[src/rtl/iir_biquad_seq_if.sv]
// Streaming and coefficient-programming bundle for iir_biquad_seq.
// master = sample source / controller side, slave = the filter itself.
interface iir_biquad_seq_if #(
  parameter int DATA_W = 16,
  parameter int COEF_W = 16
) ();
  logic                     in_valid;
  logic                     in_ready;
  logic signed [DATA_W-1:0] in_data;
  logic                     out_valid;
  logic                     out_ready;
  logic signed [DATA_W-1:0] out_data;
  logic                     coef_we;
  logic [2:0]               coef_addr;
  logic signed [COEF_W-1:0] coef_wdata;
  logic                     clear_state;
  logic                     busy;

  modport master (
    output in_valid, in_data, out_ready, coef_we, coef_addr, coef_wdata, clear_state,
    input  in_ready, out_valid, out_data, busy
  );

  modport slave (
    input  in_valid, in_data, out_ready, coef_we, coef_addr, coef_wdata, clear_state,
    output in_ready, out_valid, out_data, busy
  );
endinterface

[src/rtl/iir_biquad_seq.sv]
// Direct Form I biquad IIR, one shared MAC stepping through 5 taps per sample.
// Define IIR_SATURATE_EN to clamp the result instead of two's-complement wrap.
module iir_biquad_seq #(
  parameter int DATA_W = 16,
  parameter int COEF_W = 16,
  parameter int FRAC_W = 14,
  parameter int ACC_W  = DATA_W + COEF_W + 3
) (
  input  logic              clk,
  input  logic              reset,
  iir_biquad_seq_if.slave   bus
);
  localparam int PROD_W = DATA_W + COEF_W;
  localparam int R_W    = ACC_W - FRAC_W;
  localparam logic signed [ACC_W-1:0] RND =
    {{(ACC_W-FRAC_W){1'b0}}, 1'b1, {(FRAC_W-1){1'b0}}};

  typedef enum logic [2:0] {
    S_IDLE, S_MAC0, S_MAC1, S_MAC2, S_MAC3, S_MAC4, S_FINAL, S_HOLD
  } state_e;

  typedef logic signed [COEF_W-1:0] coef_t;
  typedef logic signed [DATA_W-1:0] data_t;

  state_e                   state_q, state_d;
  coef_t                    coef_sh_q  [5];
  coef_t                    coef_act_q [5];
  data_t                    x0_q, x1_q, x2_q, y1_q, y2_q, out_data_q;
  logic signed [ACC_W-1:0]  acc_q;

  coef_t                    tap_coef;
  data_t                    tap_opnd;
  logic                     tap_sub;
  logic signed [PROD_W-1:0] prod;
  logic signed [ACC_W-1:0]  prod_ext, acc_rnd;
  logic signed [R_W-1:0]    r_full;
  data_t                    y_res;
  logic                     unused_bits;

  // NOTE: every variable in an always_comb gets a default first, so no path can infer a latch.
  always_comb begin
    state_d = state_q;
    unique case (state_q)
      S_IDLE:  if (bus.in_valid) state_d = S_MAC0;
      S_MAC0:  state_d = S_MAC1;
      S_MAC1:  state_d = S_MAC2;
      S_MAC2:  state_d = S_MAC3;
      S_MAC3:  state_d = S_MAC4;
      S_MAC4:  state_d = S_FINAL;
      S_FINAL: state_d = S_HOLD;
      S_HOLD:  if (bus.out_ready) state_d = S_IDLE;
      default: state_d = S_IDLE;
    endcase
  end

  // Tap select: feed-forward taps add, feedback taps (a1, a2) subtract.
  always_comb begin
    tap_coef = coef_act_q[0];
    tap_opnd = x0_q;
    tap_sub  = 1'b0;
    case (state_q)
      S_MAC1: begin tap_coef = coef_act_q[1]; tap_opnd = x1_q; end
      S_MAC2: begin tap_coef = coef_act_q[2]; tap_opnd = x2_q; end
      S_MAC3: begin tap_coef = coef_act_q[3]; tap_opnd = y1_q; tap_sub = 1'b1; end
      S_MAC4: begin tap_coef = coef_act_q[4]; tap_opnd = y2_q; tap_sub = 1'b1; end
      default: ;
    endcase
  end

  assign prod     = PROD_W'(tap_coef) * PROD_W'(tap_opnd);
  assign prod_ext = ACC_W'(prod);
  assign acc_rnd  = acc_q + RND;
  assign r_full   = acc_rnd[ACC_W-1:FRAC_W];

`ifdef IIR_SATURATE_EN
  always_comb begin
    y_res = r_full[DATA_W-1:0];
    if (!(&r_full[R_W-1:DATA_W-1]) && (|r_full[R_W-1:DATA_W-1]))
      y_res = r_full[R_W-1] ? {1'b1, {(DATA_W-1){1'b0}}} : {1'b0, {(DATA_W-1){1'b1}}};
  end
  assign unused_bits = ^acc_rnd[FRAC_W-1:0];
`else
  assign y_res       = r_full[DATA_W-1:0];
  assign unused_bits = ^{acc_rnd[FRAC_W-1:0], r_full[R_W-1:DATA_W]};
`endif

  // NOTE: sequential state uses non-blocking assignments only, so every register sees pre-edge values.
  always_ff @(posedge clk) begin
    if (reset) begin
      state_q    <= S_IDLE;
      acc_q      <= '0;
      x0_q       <= '0;
      x1_q       <= '0;
      x2_q       <= '0;
      y1_q       <= '0;
      y2_q       <= '0;
      out_data_q <= '0;
      // NOTE: both coefficient banks are reset because a fresh filter must output zero until programmed.
      for (int i = 0; i < 5; i++) begin
        coef_sh_q[i]  <= '0;
        coef_act_q[i] <= '0;
      end
    end else begin
      state_q <= state_d;
      if (bus.coef_we && (bus.coef_addr < 3'd5))
        coef_sh_q[bus.coef_addr] <= bus.coef_wdata;
      case (state_q)
        S_IDLE: begin
          if (bus.clear_state) begin
            x1_q <= '0;
            x2_q <= '0;
            y1_q <= '0;
            y2_q <= '0;
          end
          if (bus.in_valid) begin
            x0_q  <= bus.in_data;
            acc_q <= '0;
            for (int i = 0; i < 5; i++) coef_act_q[i] <= coef_sh_q[i];
          end
        end
        S_MAC0, S_MAC1, S_MAC2, S_MAC3, S_MAC4:
          acc_q <= tap_sub ? acc_q - prod_ext : acc_q + prod_ext;
        S_FINAL: begin
          out_data_q <= y_res;
          x2_q       <= x1_q;
          x1_q       <= x0_q;
          y2_q       <= y1_q;
          y1_q       <= y_res;
        end
        default: ;
      endcase
    end
  end

  assign bus.in_ready  = (state_q == S_IDLE);
  assign bus.out_valid = (state_q == S_HOLD);
  assign bus.busy      = (state_q != S_IDLE);
  assign bus.out_data  = out_data_q;
endmodule

[src/flat_wrapper.sv]
// flat-port wrapper written by rule: the top's interface ports become plain ports
module iir_biquad_seq_flat 
#(
  parameter int DATA_W = 16,
  parameter int COEF_W = 16,
  parameter int FRAC_W = 14,
  parameter int ACC_W  = DATA_W + COEF_W + 3
)
  (clk, reset, bus_in_valid, bus_in_data, bus_out_ready, bus_coef_we, bus_coef_addr, bus_coef_wdata, bus_clear_state, bus_in_ready, bus_out_valid, bus_out_data, bus_busy);
  iir_biquad_seq_if #(.DATA_W(DATA_W), .COEF_W(COEF_W)) bus_i ();
  input  logic clk;
  input  logic reset;
  input wire logic [$bits(bus_i.in_valid)-1:0] bus_in_valid;
  input wire logic [$bits(bus_i.in_data)-1:0] bus_in_data;
  input wire logic [$bits(bus_i.out_ready)-1:0] bus_out_ready;
  input wire logic [$bits(bus_i.coef_we)-1:0] bus_coef_we;
  input wire logic [$bits(bus_i.coef_addr)-1:0] bus_coef_addr;
  input wire logic [$bits(bus_i.coef_wdata)-1:0] bus_coef_wdata;
  input wire logic [$bits(bus_i.clear_state)-1:0] bus_clear_state;
  output wire logic [$bits(bus_i.in_ready)-1:0] bus_in_ready;
  output wire logic [$bits(bus_i.out_valid)-1:0] bus_out_valid;
  output wire logic [$bits(bus_i.out_data)-1:0] bus_out_data;
  output wire logic [$bits(bus_i.busy)-1:0] bus_busy;
  assign bus_i.in_valid = bus_in_valid;
  assign bus_i.in_data = bus_in_data;
  assign bus_i.out_ready = bus_out_ready;
  assign bus_i.coef_we = bus_coef_we;
  assign bus_i.coef_addr = bus_coef_addr;
  assign bus_i.coef_wdata = bus_coef_wdata;
  assign bus_i.clear_state = bus_clear_state;
  assign bus_in_ready = bus_i.in_ready;
  assign bus_out_valid = bus_i.out_valid;
  assign bus_out_data = bus_i.out_data;
  assign bus_busy = bus_i.busy;
  iir_biquad_seq #(.DATA_W(DATA_W), .COEF_W(COEF_W), .FRAC_W(FRAC_W), .ACC_W(ACC_W)) u_core (.clk(clk), .reset(reset), .bus(bus_i));
endmodule
[config.mk]
export PLATFORM = sky130hd
export DESIGN_NAME = iir_biquad_seq_flat
export DESIGN_NICKNAME = d
export VERILOG_FILES = /design/src/rtl/iir_biquad_seq_if.sv /design/src/rtl/iir_biquad_seq.sv /design/src/flat_wrapper.sv
export SDC_FILE = /design/constraint.sdc
export NUM_CORES = 1
export LEC_CHECK = 0
export ABC_AREA = 1
export CORE_UTILIZATION = 45
export CTS_CLUSTER_DIAMETER = 30
export DETAILED_ROUTE_END_ITERATION = 10
export PLACE_DENSITY = 0.6
export SETUP_SLACK_MARGIN = 0.05
export SLEW_MARGIN = 20
export SYNTH_ARGS = -nofsm -noshare
export SYNTH_HDL_FRONTEND = slang
export SYNTH_SLANG_ARGS = --single-unit
[constraint.sdc]
create_clock -name clk -period 9.5 [get_ports clk]
set_input_delay 1.425 -clock clk [delete_from_list [all_inputs] [get_ports clk]]
set_output_delay 1.425 -clock clk [all_outputs]
set_load 0.05 [all_outputs]
== Word level (Yosys, flattened, before mapping) ==
Memories as Yosys holds them, arrays and structs flattened.
Index checks and enable logic that the tools add are counted.

* Logic and storage cells: 73
* Output and inout bits: 19
* Flip-flop bits (word level): 134
* RAM bits: 160
* Input bits: 41
* Memories: 2

{| class="wikitable"
|+ Memory list
! name !! words !! width !! read ports !! clocked after memory_dff !! write ports !! RTL line !! text
|-
| u_core.coef_act_q || 5 || 16 || 5 || 0 || 5 || iir_biquad_seq.sv:27 || <nowiki>coef_t coef_act_q [5];</nowiki>
|-
| u_core.coef_sh_q || 5 || 16 || 5 || 0 || 5 || iir_biquad_seq.sv:26 || <nowiki>coef_t coef_sh_q [5];</nowiki>
|}

* Bitwise operators: 5
* Mux-type cells: 31
* Equality and inequality tests: 10
* $add $sub $neg: 3
* Multipliers: 1
* Reductions and logical operators: 12
* Order comparisons: 1

{| class="wikitable"
|+ Operator list
! operator !! count
|-
| 16-bit case mux with 2 select lines || 4
|-
| 16-bit case mux with 4 select lines || 2
|-
| 16-bit two-way mux || 7
|-
| 35-bit two-way mux || 2
|-
| 35-bit case mux with 2 select lines || 1
|-
| 35-bit by 32-bit adder with 35-bit output || 1
|-
| 35-bit by 32-bit subtractor with 35-bit output || 1
|-
| 16-bit by 16-bit multiplier with 32-bit output || 1
|-
| 30-bit by 15-bit adder with 30-bit output (second input constant) || 1
|-
| 3-bit case mux with 8 select lines || 1
|-
| 16-bit OR reduction || 1
|-
| 3-bit equality test (second input constant) || 4
|-
| 1-bit two-way mux || 11
|-
| 3-bit two-way mux || 3
|-
| 2-bit AND reduction || 4
|-
| 3-bit by 2-bit equality test with 1-bit output (second input constant) || 2
|-
| 2-bit != test (second input constant) || 3
|-
| 1-bit OR || 5
|-
| 5-bit OR reduction || 1
|-
| 2-bit nonzero test || 2
|-
| 3-bit by 1-bit equality test with 1-bit output (second input constant) || 1
|-
| 3-bit zero test || 1
|-
| 3-bit < comparator (second input constant) || 1
|-
| 3-bit nonzero test || 1
|-
| 2 further kinds || 2
|}

== Logic depth before layout (Yosys ltp) ==
Gate-level depths: netlist (run 1).

* Depth in word-level cells: 7
* Mapped depth: 57

== Worst setup path after synthesis (run 1) ==
No wires, ideal clock.

* Path type: register -> register
* Start: reg u_core.state_q[0]
* End: reg u_core.acc_q[29]
* Period minus slack after synthesis: 8715 ps
* Setup time: 132 ps
* Data required time: 9368 ps
* Path buffers: 4
* Cell stages (with the launch flop): 48
* Arrival: 8583 ps
* Setup slack: 785 ps
* Cells stage by stage: dfxtp_1 buf_6 nor2_2 nand2_1 inv_2 buf_4 clkbuf_1 a221oi_1 nand2_1 o21ai_0 inv_1 clkbuf_1 nand2_1 fa_1 inv_1 fa_1 inv_1 fa_1 (+12 left out) inv_1 nor3_2 nand3b_1 nor2_1 nand2_1 o21ai_1 xor2_1 ha_1 a21oi_1 o21ai_0 a221oi_1 o21ai_0 a31oi_1 nand3_1 nand2_1 nand3_1 nand3_1 a21oi_1

* Longest elaborated chain between the ends: 6
* Elaborated cells between the ends (all ways): 19
* Those cells by class: add/sub (2); mul (1); eq/ne (6); mux (5); reduce/logical (5)

{| class="wikitable"
|+ RTL lines
! element !! RTL line !! text
|-
| start, declared || iir_biquad_seq.sv:25 || <nowiki>state_e state_q, state_d;</nowiki>
|-
| start signal, assigned || iir_biquad_seq.sv:104 || <nowiki>state_q <= state_d;</nowiki>
|-
| 3-bit equality test / 3-bit by 2-bit equality test with 1-bit output (equally long branches) || iir_biquad_seq.sv:61, iir_biquad_seq.sv:107 ||
|-
| 16-bit case mux with 4 select lines || iir_biquad_seq.sv:61 || <nowiki>case (state_q)</nowiki>
|-
| 16-bit by 16-bit multiplier with 32-bit output || iir_biquad_seq.sv:70 || <nowiki>assign prod = PROD_W'(tap_coef) * PROD_W'(tap_opnd);</nowiki>
|-
| 35-bit by 32-bit adder with 35-bit output / 35-bit by 32-bit subtractor with 35-bit output (equally long branches) || iir_biquad_seq.sv:122 || <nowiki>acc_q <= tap_sub ? acc_q - prod_ext : acc_q + prod_ext;</nowiki>
|-
| 35-bit two-way mux || iir_biquad_seq.sv:122 ||
|-
| 35-bit case mux with 2 select lines || iir_biquad_seq.sv:107 || <nowiki>case (state_q)</nowiki>
|-
| end signal, assigned || iir_biquad_seq.sv:122 ||
|-
| end, declared || iir_biquad_seq.sv:29 || <nowiki>logic signed [ACC_W-1:0] acc_q;</nowiki>
|}

Several ways; a longest one is shown, not always the timed one.
A chain may end at the register's enable or synchronous reset.

== Final worst setup path (run 1) ==
Ends and elaborated chain as after synthesis.

==> results.yml, run 1 <==
run_status:
  status: "completed"
layout:
  syn_to_final_growth_pct: 22.8
  instances_no_fill: 3870
  drive_gt1_share_pct: 14.2
  nets: 3538
  postLayoutCoreUtil_pct: 56.2
  antenna_cells: 0
  fill_cells: 4722
clock_tree:
  clock-root-buffer: "clkbuf_16"
  h-tree-depth: 3
  clock_path_buffers: 3
  clkSinkCount: 289
  cts_hold_buf: 0
  clkTransAtPathRegs_ps: 50
  cts_buffers: 66
  worstSkewPairLatency_ps: 590
  cts_tree: "yes"
floorplan:
  io_pins: 60
  initial_core_util_pct: 45.8
  num_rows: 83
  die_y_um: 231
  die_area_um2: 53500
  die_width_um: 231
  coreArea_um2: 51600
sta:
  post-route-period-util_pct: 94.2
  worst_pin_slew_ps: 1090
  fmax_mhz: 112
  slew_viol_final: 0
  finalClockSkew_ps: 22.4
  tns_ps: 0
  period_needed_ps: 8950
  setup_viol: 0
  rsz0062_at_grt: "no"
  holdWs_ps: 464
  hold_viol_final: 0
  relSlewSlack_pct: 27.1
logic_synthesis:
  yosys_warnings: 0
  synth_simple_gate_area_share_pct: 20.3
  yosys-top-cells-count: "nand2_1 (603), inv_1 (572), nor2_1 (384)"
  yosys-mux-area-fraction_pct: 0
  ys_seq_area_share_pct: 31.2
  synth-adder-area-share_pct: 26.9
  synthXorXnorAreaFrac_pct: 1.87
  synth_area_leaders: "fa_1 (21%), edfxtp_1 (20%), dfxtp_1 (11%)"
  synth_top_family_by_area: "adder cells"
  synth_top_flop_cell: "edfxtp_1"
  async_flop_share_pct: 0
  syn_nets: 3290
  ys_seq_elements: 289
  syn_inst: 2890
  synth_edf_count: 160
  synth_area_leader_cell: "fa_1"
  syn_avg_cell_area_um2: 8.18
  ys_types: 57
  synth_top_area_share_pct: 21.1
  yosysMostFrequentCell: "nand2_1"
  syn_area_um2: 23600
  synth-compound-area-share_pct: 8.67
placed_design:
  dp_cells: 3700
  gp_congestion: 0.977
  io_buffers: 59
  dp_hpwl_um: 52600
hold_path:
  min_path_type: "flip-flop to flip-flop"
  worstHoldPathCells: 2
worst_setup_path:
  cp_max_fo: 10
  worst-path-buf-inv: 9
  r2r_cells: 48
  cp_slowest_cell: "fa_1"
  endpoint_kind: "flip-flop"
  path_class: "flip-flop to flip-flop"
  crit_cells: 48
  cpPeakStageDelay_ps: 540
  arrival_ps: 9380
  worst_ep_required_time_ps: 9940
  startpoint_type: "flip-flop"
  crit_family: "adder cells"
grt:
  antenna_found_initial: 0
  first_global_vias: 19800
  gr-total-overflow: 0
  grt_max_degree: 81
  grt_pass1_wl_um: 108000
  grt_use_total_pct: 26.3
power:
  power_density_nw_per_um2: 412
  p_seq_share_pct: 12.6
  p_leak_nw: 13.6
  ir_drop_v: 0.000315
  power_frac_clock_pct: 18.1
  total_power_mw: 11.9
  combPwrFrac_pct: 69.3
  switchingPower_mw: 5.63
  p_int_mw: 6.32
  p_sw_share_pct: 47.1
detailed_routing:
  drcViolationCount: 0
  wire_per_inst_um: 18.2
  drt-total-wl_um: 70400
  route.detailed.vias_per_inst: 5.13
  wl_met3_um: 4260
  wl_met1_um: 30000
  postRouteAntennaNets: 0
  drt_iter0_markers: 1731
  met2WireLength_um: 33800
  firstDrtPassIters: 5
  top_layer: "met4"
  num_vias: 19900
job:
  drv_cap: 0
## registers in the layout, indices dropped and copies added, names as in the netlist
signal	count
u_core.acc_q	30
u_core.bus.out_data	16
u_core.coef_act_q	80
u_core.coef_sh_q	80
u_core.state_q	3
u_core.x0_q	16
u_core.x1_q	16
u_core.x2_q	16
u_core.y1_q	16
u_core.y2_q	16
## power groups by stage
stage | clock, mW | sequential (mW) | combinational, mW
2_1_floorplan | 0 | 1.50 | 4.69
3_3_place_gp | 0 | 1.52 | 7.74
3_5_place_dp | 0 | 1.52 | 7.83
4_1_cts | 2.19 | 1.50 | 7.89
5_1_grt | 2.27 | 1.51 | 9.20
6_report | 2.16 | 1.50 | 8.28
## final cells by class
type | instances | area (um2) | share of cell area, %
Clock inverter | 41 | 392 | 1.35
Clock buffer | 79 | 1770 | 6.10
Inverter | 590 | 2230 | 7.69
Tap cell | 680 | 851 | 2.93
Multi-Input combinational cell | 1924 | 14000 | 48.4
Sequential cell | 289 | 7400 | 25.5
Timing Repair Buffer | 267 | 2340 | 8.08
## stage by stage
step,cell area [um2],worst slack (ps)
2_1_floorplan,23600,785
3_3_place_gp,26000,27.1
3_5_place_dp,26000,12.0
4_1_cts,28200,51.6
5_1_grt,29000,6.70
6_report,29000,553
## worst paths after layout
path | slack (ps) | startpoint | end
setup reg to reg | 550 | u_core.state_q[0] | u_core.acc_q[29]
hold reg to reg | 460 | u_core.bus.out_data[4] | u_core.bus.out_data[4]
setup / recovery | 550 | u_core.state_q[0] | u_core.acc_q[29]
hold / removal | 460 | u_core.bus.out_data[4] | u_core.bus.out_data[4]
## kinds of logic (layout without fill, tap and decap cells)
family,after synthesis,count (layout)
flip-flops,289,289
AO/OA/AOI/OAI,362,362
buffers and inverters,679,977
adder cells (fa/ha/maj),359,359
XOR/XNOR,48,48
AND/OR/NAND/NOR,1153,1155
## cell usage in the layout, fill, tap and decap left out, types with 8 or more instances in the layout
cell type        count
nor2_1             376
dfxtp_1            126
ha_1               104
a221oi_2             9
clkbuf_16           69
xor2_1              32
fa_1               246
a31oi_1              8
a21oi_2             11
nand2_1            592
inv_2               13
xnor2_1             13
nand3b_1             9
a21oi_1            194
edfxtp_1           160
clkdlybuf4s50_1     58
nor2_4              12
nand2_2             14
o21ai_2             13
nand4_1             30
buf_6                8
nor3_2               8
o21ai_1             11
buf_12               9
a22o_1              18
nand3_1             62
clkinv_2            15
clkinv_1            11
o21ai_0             59
inv_1              567
nor3_1              12
buf_4              185
## tightest hold or removal path, delay by kind of cell, from the launching register on
family	cells	cell delay (ps)
flops	1	300
simple gates	1	60
compound gates	1	50
## what timing repair did
item	in CTS	in global routing
resized for setup	3	125
gates cloned	1	4
endpoints found under the setup margin	1	12
pin swaps	1	28
setup buffers	3	41
## routing by layer
| layer | global-route usage (%) | up-vias |
|---|---|---|
| met5 | 0 | - |
| met1 | 34.5 | 9628 |
| met4 | 10.0 | 0 |
| li1 | - | 9490 |
| met3 | 4.05 | 119 |
| met2 | 43.8 | 621 |
No activity file was read; power rests on OpenSTA's default activity.
==> run 2: changes to the inputs <==
--- a/config.mk
+++ b/config.mk
@@ -9,9 +9,9 @@
 export CORE_UTILIZATION = 45
 export CTS_CLUSTER_DIAMETER = 30
 export DETAILED_ROUTE_END_ITERATION = 10
-export PLACE_DENSITY = 0.6
+export PLACE_DENSITY = 0.71
 export SETUP_SLACK_MARGIN = 0.05
-export SLEW_MARGIN = 20
+export SLEW_MARGIN = 10
 export SYNTH_ARGS = -nofsm -noshare
 export SYNTH_HDL_FRONTEND = slang
 export SYNTH_SLANG_ARGS = --single-unit
==> run 2 against run 1 <==
Cell count down 2.5%; die area unchanged; worst setup slack worse by 22 ps; largest power group unchanged; highest routed layer unchanged.
==> results.yml, run 2 (synthesis gave the netlist of run 1 again) <==
placed_design:
  placed_cell_area_um2: 25400
  gp_congestion: 1.02
  dp_slack_ps: 34.2
  dp_hpwl_um: 47800
  io_buffers: 59
detailed_routing:
  num_vias: 19500
  firstDrtPassIters: 5
  wire_per_inst_um: 16.7
  route.detailed.vias_per_inst: 5.17
  drcViolationCount: 0
  drt_iter0_markers: 1589
  drt-total-wl_um: 63200
  postRouteAntennaNets: 0
power:
  ir_drop_v: 0.000335
  p_leak_nw: 13.1
  p_seq_share_pct: 14.0
  combPwrFrac_pct: 66.9
  power_density_nw_per_um2: 381
  p_int_mw: 5.44
  power_frac_clock_pct: 19.1
  p_sw_share_pct: 49.4
  switchingPower_mw: 5.32
layout:
  final_cell_mix: "nand2_1 (589), inv_1 (565), nor2_1 (375)"
  reg.largest.list: "u_core.coef_act_q (80), u_core.coef_sh_q (80), u_core.acc_q (30)"
  antenna_cells: 0
  finish.instance_area_um2: 28200
  drive_gt1_share_pct: 11.9
  syn_to_final_growth_pct: 19.3
  mostFrequentLayoutCell: "nand2_1"
  nets: 3442
  postLayoutCoreUtil_pct: 54.6
run_status:
  status: "completed"
worst_setup_path:
  timing.rr.end: "u_core.acc_q[29]"
  cpPeakStageDelay_ps: 660
  r2r_start: "u_core.state_q[0]"
  cp_max_fo: 15
  worst_ep_required_time_ps: 9950
  arrival_ps: 9420
  startpoint_type: "flip-flop"
  path_class: "flip-flop to flip-flop"
  r2r_setup_slack_ps: 530
  cp_slowest_cell: "fa_2"
  r2r_cells: 42
  endpoint_kind: "flip-flop"
floorplan:
  initial_core_util_pct: 45.8
  die_area_um2: 53500
  die_width_um: 231
  num_rows: 83
  die_y_um: 231
  io_pins: 60
  coreArea_um2: 51600
clock_tree:
  clock_path_buffers: 3
  clkSinkCount: 289
  cts_hold_buf: 0
  clock-root-buffer: "clkbuf_16"
  cts_buffers: 58
  worstSkewPairLatency_ps: 620
  clkTransAtPathRegs_ps: 60
  h-tree-depth: 2
  cts_tree: "yes"
sta:
  setup_viol: 0
  tns_ps: 0
  finalClockSkew_ps: 55.0
  worst_slack_ps: 531
  slew_viol_final: 0
  relSlewSlack_pct: 22.1
  post-route-period-util_pct: 94.4
  fmax_mhz: 111
  hold_viol_final: 0
  worst_pin_slew_ps: 1170
  period_needed_ps: 8970
grt:
  grt_use_total_pct: 23.7
  first_global_vias: 18900
  antenna_found_initial: 0
  grt_max_degree: 108
  gr-total-overflow: 0
  grt_pass1_wl_um: 98900
hold_path:
  whs_endpoint: "u_core.x1_q[7]"
  hold_start: "u_core.x0_q[7]"
  worstHoldPathCells: 2
  min_path_type: "flip-flop to flip-flop"
job:
  drv_cap: 0
run 2: changes by cell type in the layout (fill, tap and decap cells not counted), moves of 4 or more:
cell,previous run,this run
buf_4,185,106
clkbuf_16,69,61
inv_6,2,8
o21ai_0,59,65
clkinv_1,11,6
clkinvlp_4,5,10
a221oi_1,7,11
a221oi_2,9,5
clkbuf_1,7,3
clkinv_2,15,11
nor3_2,8,4
nor3_4,1,5
o21ai_1,11,7
run 2: metrics by stage:
step | hold WS (ps) | total power [mW] | std cells
after floorplan | 440 | 6.18 | 2890
after CTS | 452 | 10.3 | 3737
after detailed placement | 452 | 8.13 | 3627
after global routing | 479 | 11.7 | 3772
after global placement | 449 | 8.07 | 3627
final | 449 | 10.8 | 3772
run 2: worst max path at each step:
| stage | startpoint | end | slack [ps] | cells after the start |
|---|---|---|---|---|
| 2_1_floorplan | u_core.state_q[0] | u_core.acc_q[29] | 790 | 47 |
| 3_3_place_gp | u_core.state_q[0] | u_core.acc_q[29] | 50 | 47 |
| 5_1_grt | u_core.state_q[0] | u_core.acc_q[29] | -60 | 52 |
| 6_report | u_core.state_q[0] | u_core.acc_q[29] | 530 | 42 |
| 3_5_place_dp | u_core.state_q[0] | u_core.acc_q[29] | 30 | 45 |
| 4_1_cts | u_core.state_q[0] | u_core.acc_q[29] | 60 | 46 |
run 2: worst max-delay path, delay by kind of cell, from the launching register on:
kind / cells / cell delay (ps)
buf+inv: 10 / 1150
flops: 1 / 370
fa+ha+maj: 8 / 3900
compound gates: 10 / 1560
simple gates: 12 / 1420
xor+xnor: 2 / 380
run 2: power by group through the flow:
stage          sequential [mW]  clock, mW  combinational (mW)
2_1_floorplan             1.50          0                4.69
3_3_place_gp              1.52          0                6.55
3_5_place_dp              1.52          0                6.61
4_1_cts                   1.50       2.08                6.68
5_1_grt                   1.51       2.13                8.07
6_report                  1.50       2.06                7.20
run 2: metal layers:
metal	routed length [um]	part of all wire [%]	vias up	track usage (%)
met5	0	0	-	0
met2	29900	47	737	39.0
met1	25900	41	9313	30.7
li1	-	-	9300	-
met4	2640	4.2	0	10.5
met3	4690	7.4	139	3.69
run 2: layout make-up:
class / count / area, um2
Fill cell: 4599 / 23400
Tap cell: 680 / 851
Multi-Input combinational cell: 1923 / 14100
Clock inverter: 45 / 494
Timing Repair Buffer: 180 / 1630
Sequential cell: 289 / 7390
Inverter: 590 / 2240
Clock buffer: 65 / 1540
run 2: timing repair:
action                                  CTS  global route
pin swaps                                 0            25
endpoints found under the setup margin    1            14
gates resized for setup                   2           125
setup buffers                             0            33
cloned                                    0             2
==> run 3: changes to the inputs <==
--- a/config.mk
+++ b/config.mk
@@ -6,9 +6,11 @@
 export NUM_CORES = 1
 export LEC_CHECK = 0
 export ABC_AREA = 1
+export CORE_MARGIN = 2
 export CORE_UTILIZATION = 45
 export CTS_CLUSTER_DIAMETER = 30
 export DETAILED_ROUTE_END_ITERATION = 10
+export GPL_TIMING_DRIVEN = 0
 export PLACE_DENSITY = 0.71
 export SETUP_SLACK_MARGIN = 0.05
 export SLEW_MARGIN = 10
==> run 3 against run 2 <==
Wire length rose by 6.3%; sequential share of layout area fell by 0.97 points; die area rose by 1.7%; fmax fell by 1.9%; clock power barely moved; via count rose by 3.7%; core utilization rose by 1.4 points; cell area rose by 3.9%; cell count rose by 1.8%; critical endpoint unchanged; highest routed layer unchanged.
==> results.yml, run 3 (synthesis gave the netlist of run 1 again) <==
run_status:
  status: "completed"
clock_tree:
  cts_buffers: 58
  clkSinkCount: 289
  clkTransAtPathRegs_ps: 50
  h-tree-depth: 2
  cts_tree: "yes"
  clock_path_buffers: 3
  clock-root-buffer: "clkbuf_16"
  worstSkewPairLatency_ps: 600
worst_setup_path:
  cpMostUsedCell: "fa_1"
  arrival_ps: 9660
  critPathLaunch: "u_core.state_q[1]"
  endpoint_kind: "flip-flop"
  path_class: "flip-flop to flip-flop"
  startpoint_type: "flip-flop"
  r2r_start: "u_core.state_q[1]"
  cpPeakStageDelay_ps: 560
  cp_max_fo: 11
  cp_slowest_cell: "fa_1"
  worst_ep_required_time_ps: 10020
sta:
  period_needed_ps: 9140
  fmax_mhz: 109
  post-route-period-util_pct: 96.2
  relSlewSlack_pct: 24.7
  slew_viol_final: 0
  worst_slack_ps: 360
  finalClockSkew_ps: 27.2
  hold_viol_final: 0
  worst_pin_slew_ps: 1130
  setup_viol: 0
power:
  power_density_nw_per_um2: 378
  total_power_mw: 11.1
  ir_drop_v: 0.000348
  p_leak_nw: 13.4
detailed_routing:
  drt_iter0_markers: 1751
  route.detailed.vias_per_inst: 5.26
  drt-total-wl_um: 67200
  num_vias: 20200
  postRouteAntennaNets: 0
  top_layer: "met4"
  wl_met3_um: 4940
  drcViolationCount: 0
  wire_per_inst_um: 17.5
  wl_met1_um: 27300
  met2WireLength_um: 32100
  firstDrtPassIters: 5
floorplan:
  die_width_um: 233
  initial_core_util_pct: 45.3
  die_area_um2: 54400
  num_rows: 84
  coreArea_um2: 52200
  die_y_um: 233
  io_pins: 60
placed_design:
  io_buffers: 58
  placed_cell_area_um2: 25100
  dp_slack_ps: -1540
  dp_hpwl_um: 49500
  gp_congestion: 0.931
layout:
  reg.largest.list: "u_core.coef_act_q (80), u_core.coef_sh_q (80), u_core.acc_q (30)"
  regArea_um2: 7400
  multi_input_area_um2: 14500
  mostFrequentLayoutCell: "nand2_1"
  drive_gt1_share_pct: 14.1
  antenna_cells: 0
  nets: 3503
  finish.instance_area_um2: 29300
  syn_to_final_growth_pct: 23.9
  final_cell_mix: "nand2_1 (575), inv_1 (545), nor2_1 (366)"
  fill_cells: 4469
grt:
  antenna_found_initial: 0
  first_global_vias: 19600
  grt_pass1_wl_um: 103000
  gr-total-overflow: 0
  grt_use_total_pct: 24.3
  grt_max_degree: 50
job:
  drv_cap: 0
hold_path:
  hold_start: "u_core.x0_q[0]"
  min_path_type: "flip-flop to flip-flop"
==> run 3: cell types whose count changed in the layout (fill, tap and decap cells not counted), moves of 13 or more <==
cell      change
buf_12       +13
buf_4        -33
clkbuf_1     +56
inv_1        -20
inv_2        +16
nand2_1      -14
o21ai_4      +13
==> run 3: timing repair <==
item | in CTS | in global routing
buffers inserted | 28 | 59
hold buffers | 0 | 0
cloned | 0 | 7
resized for setup | 142 | 222
setup endpoints to repair | 16 | 14
pin swaps | 10 | 85
==> run 3: final timing paths <==
check,to,slack [ps],depth (start not counted)
setup / recovery,u_core.acc_q[29],360,47
hold / removal,u_core.x1_q[0],460,2
setup reg to reg,u_core.acc_q[29],360,47
hold reg to reg,u_core.x1_q[0],460,2
==> run 3: layer usage <==
metal  global-route usage (%)  vias to the layer above
met5                        0                        -
met4                     9.89                        0
met3                     3.85                      174
met2                     40.8                      843
met1                     31.4                     9777
li1                         -                     9419
==> run 3: critical path, delay by kind of cell (launching register included) <==
| kind | cells | cell delay (ps) |
|---|---|---|
| compound gates | 11 | 2010 |
| fa+ha+maj | 8 | 3670 |
| simple gates | 15 | 1570 |
| flops | 1 | 360 |
| xor+xnor | 2 | 420 |
| buf+inv | 11 | 1010 |
==> run 3: stage by stage <==
stage / TNS, ps / std cells / hold WS (ps) / utilization, %
detailed placement: -12650 / 3637 / 453 / 48.1
floorplan: 0 / 2890 / 440 / -
CTS: 0 / 3774 / 460 / 53.3
finish: 0 / 3840 / 461 / 56.1
global placement: -11050 / 3636 / 449 / 48.0
global route: -54.5 / 3840 / 479 / 56.1
==> run 3: cell type report <==
| cell class | instances | share of cell area, % |
|---|---|---|
| plain buffers | 89 | 2.43 |
| clock buffers | 77 | 5.58 |
| clock inverters | 32 | 1.32 |
| inverters | 590 | 7.70 |
| multi-input cells | 1922 | 49.5 |
| flip-flops and latches | 289 | 25.2 |
| well taps | 688 | 2.94 |
| repair buffers | 153 | 5.30 |
==> run 3: power by group <==
part / switching, mW / leakage [nW] / internal (mW) / total (mW)
clock network: 0.674 / 0.973 / 1.39 / 2.07
registers: 0.0617 / 2.67 / 1.44 / 1.50
logic: 4.68 / 9.76 / 2.82 / 7.50
total: 5.41 / 13.4 / 5.65 / 11.1
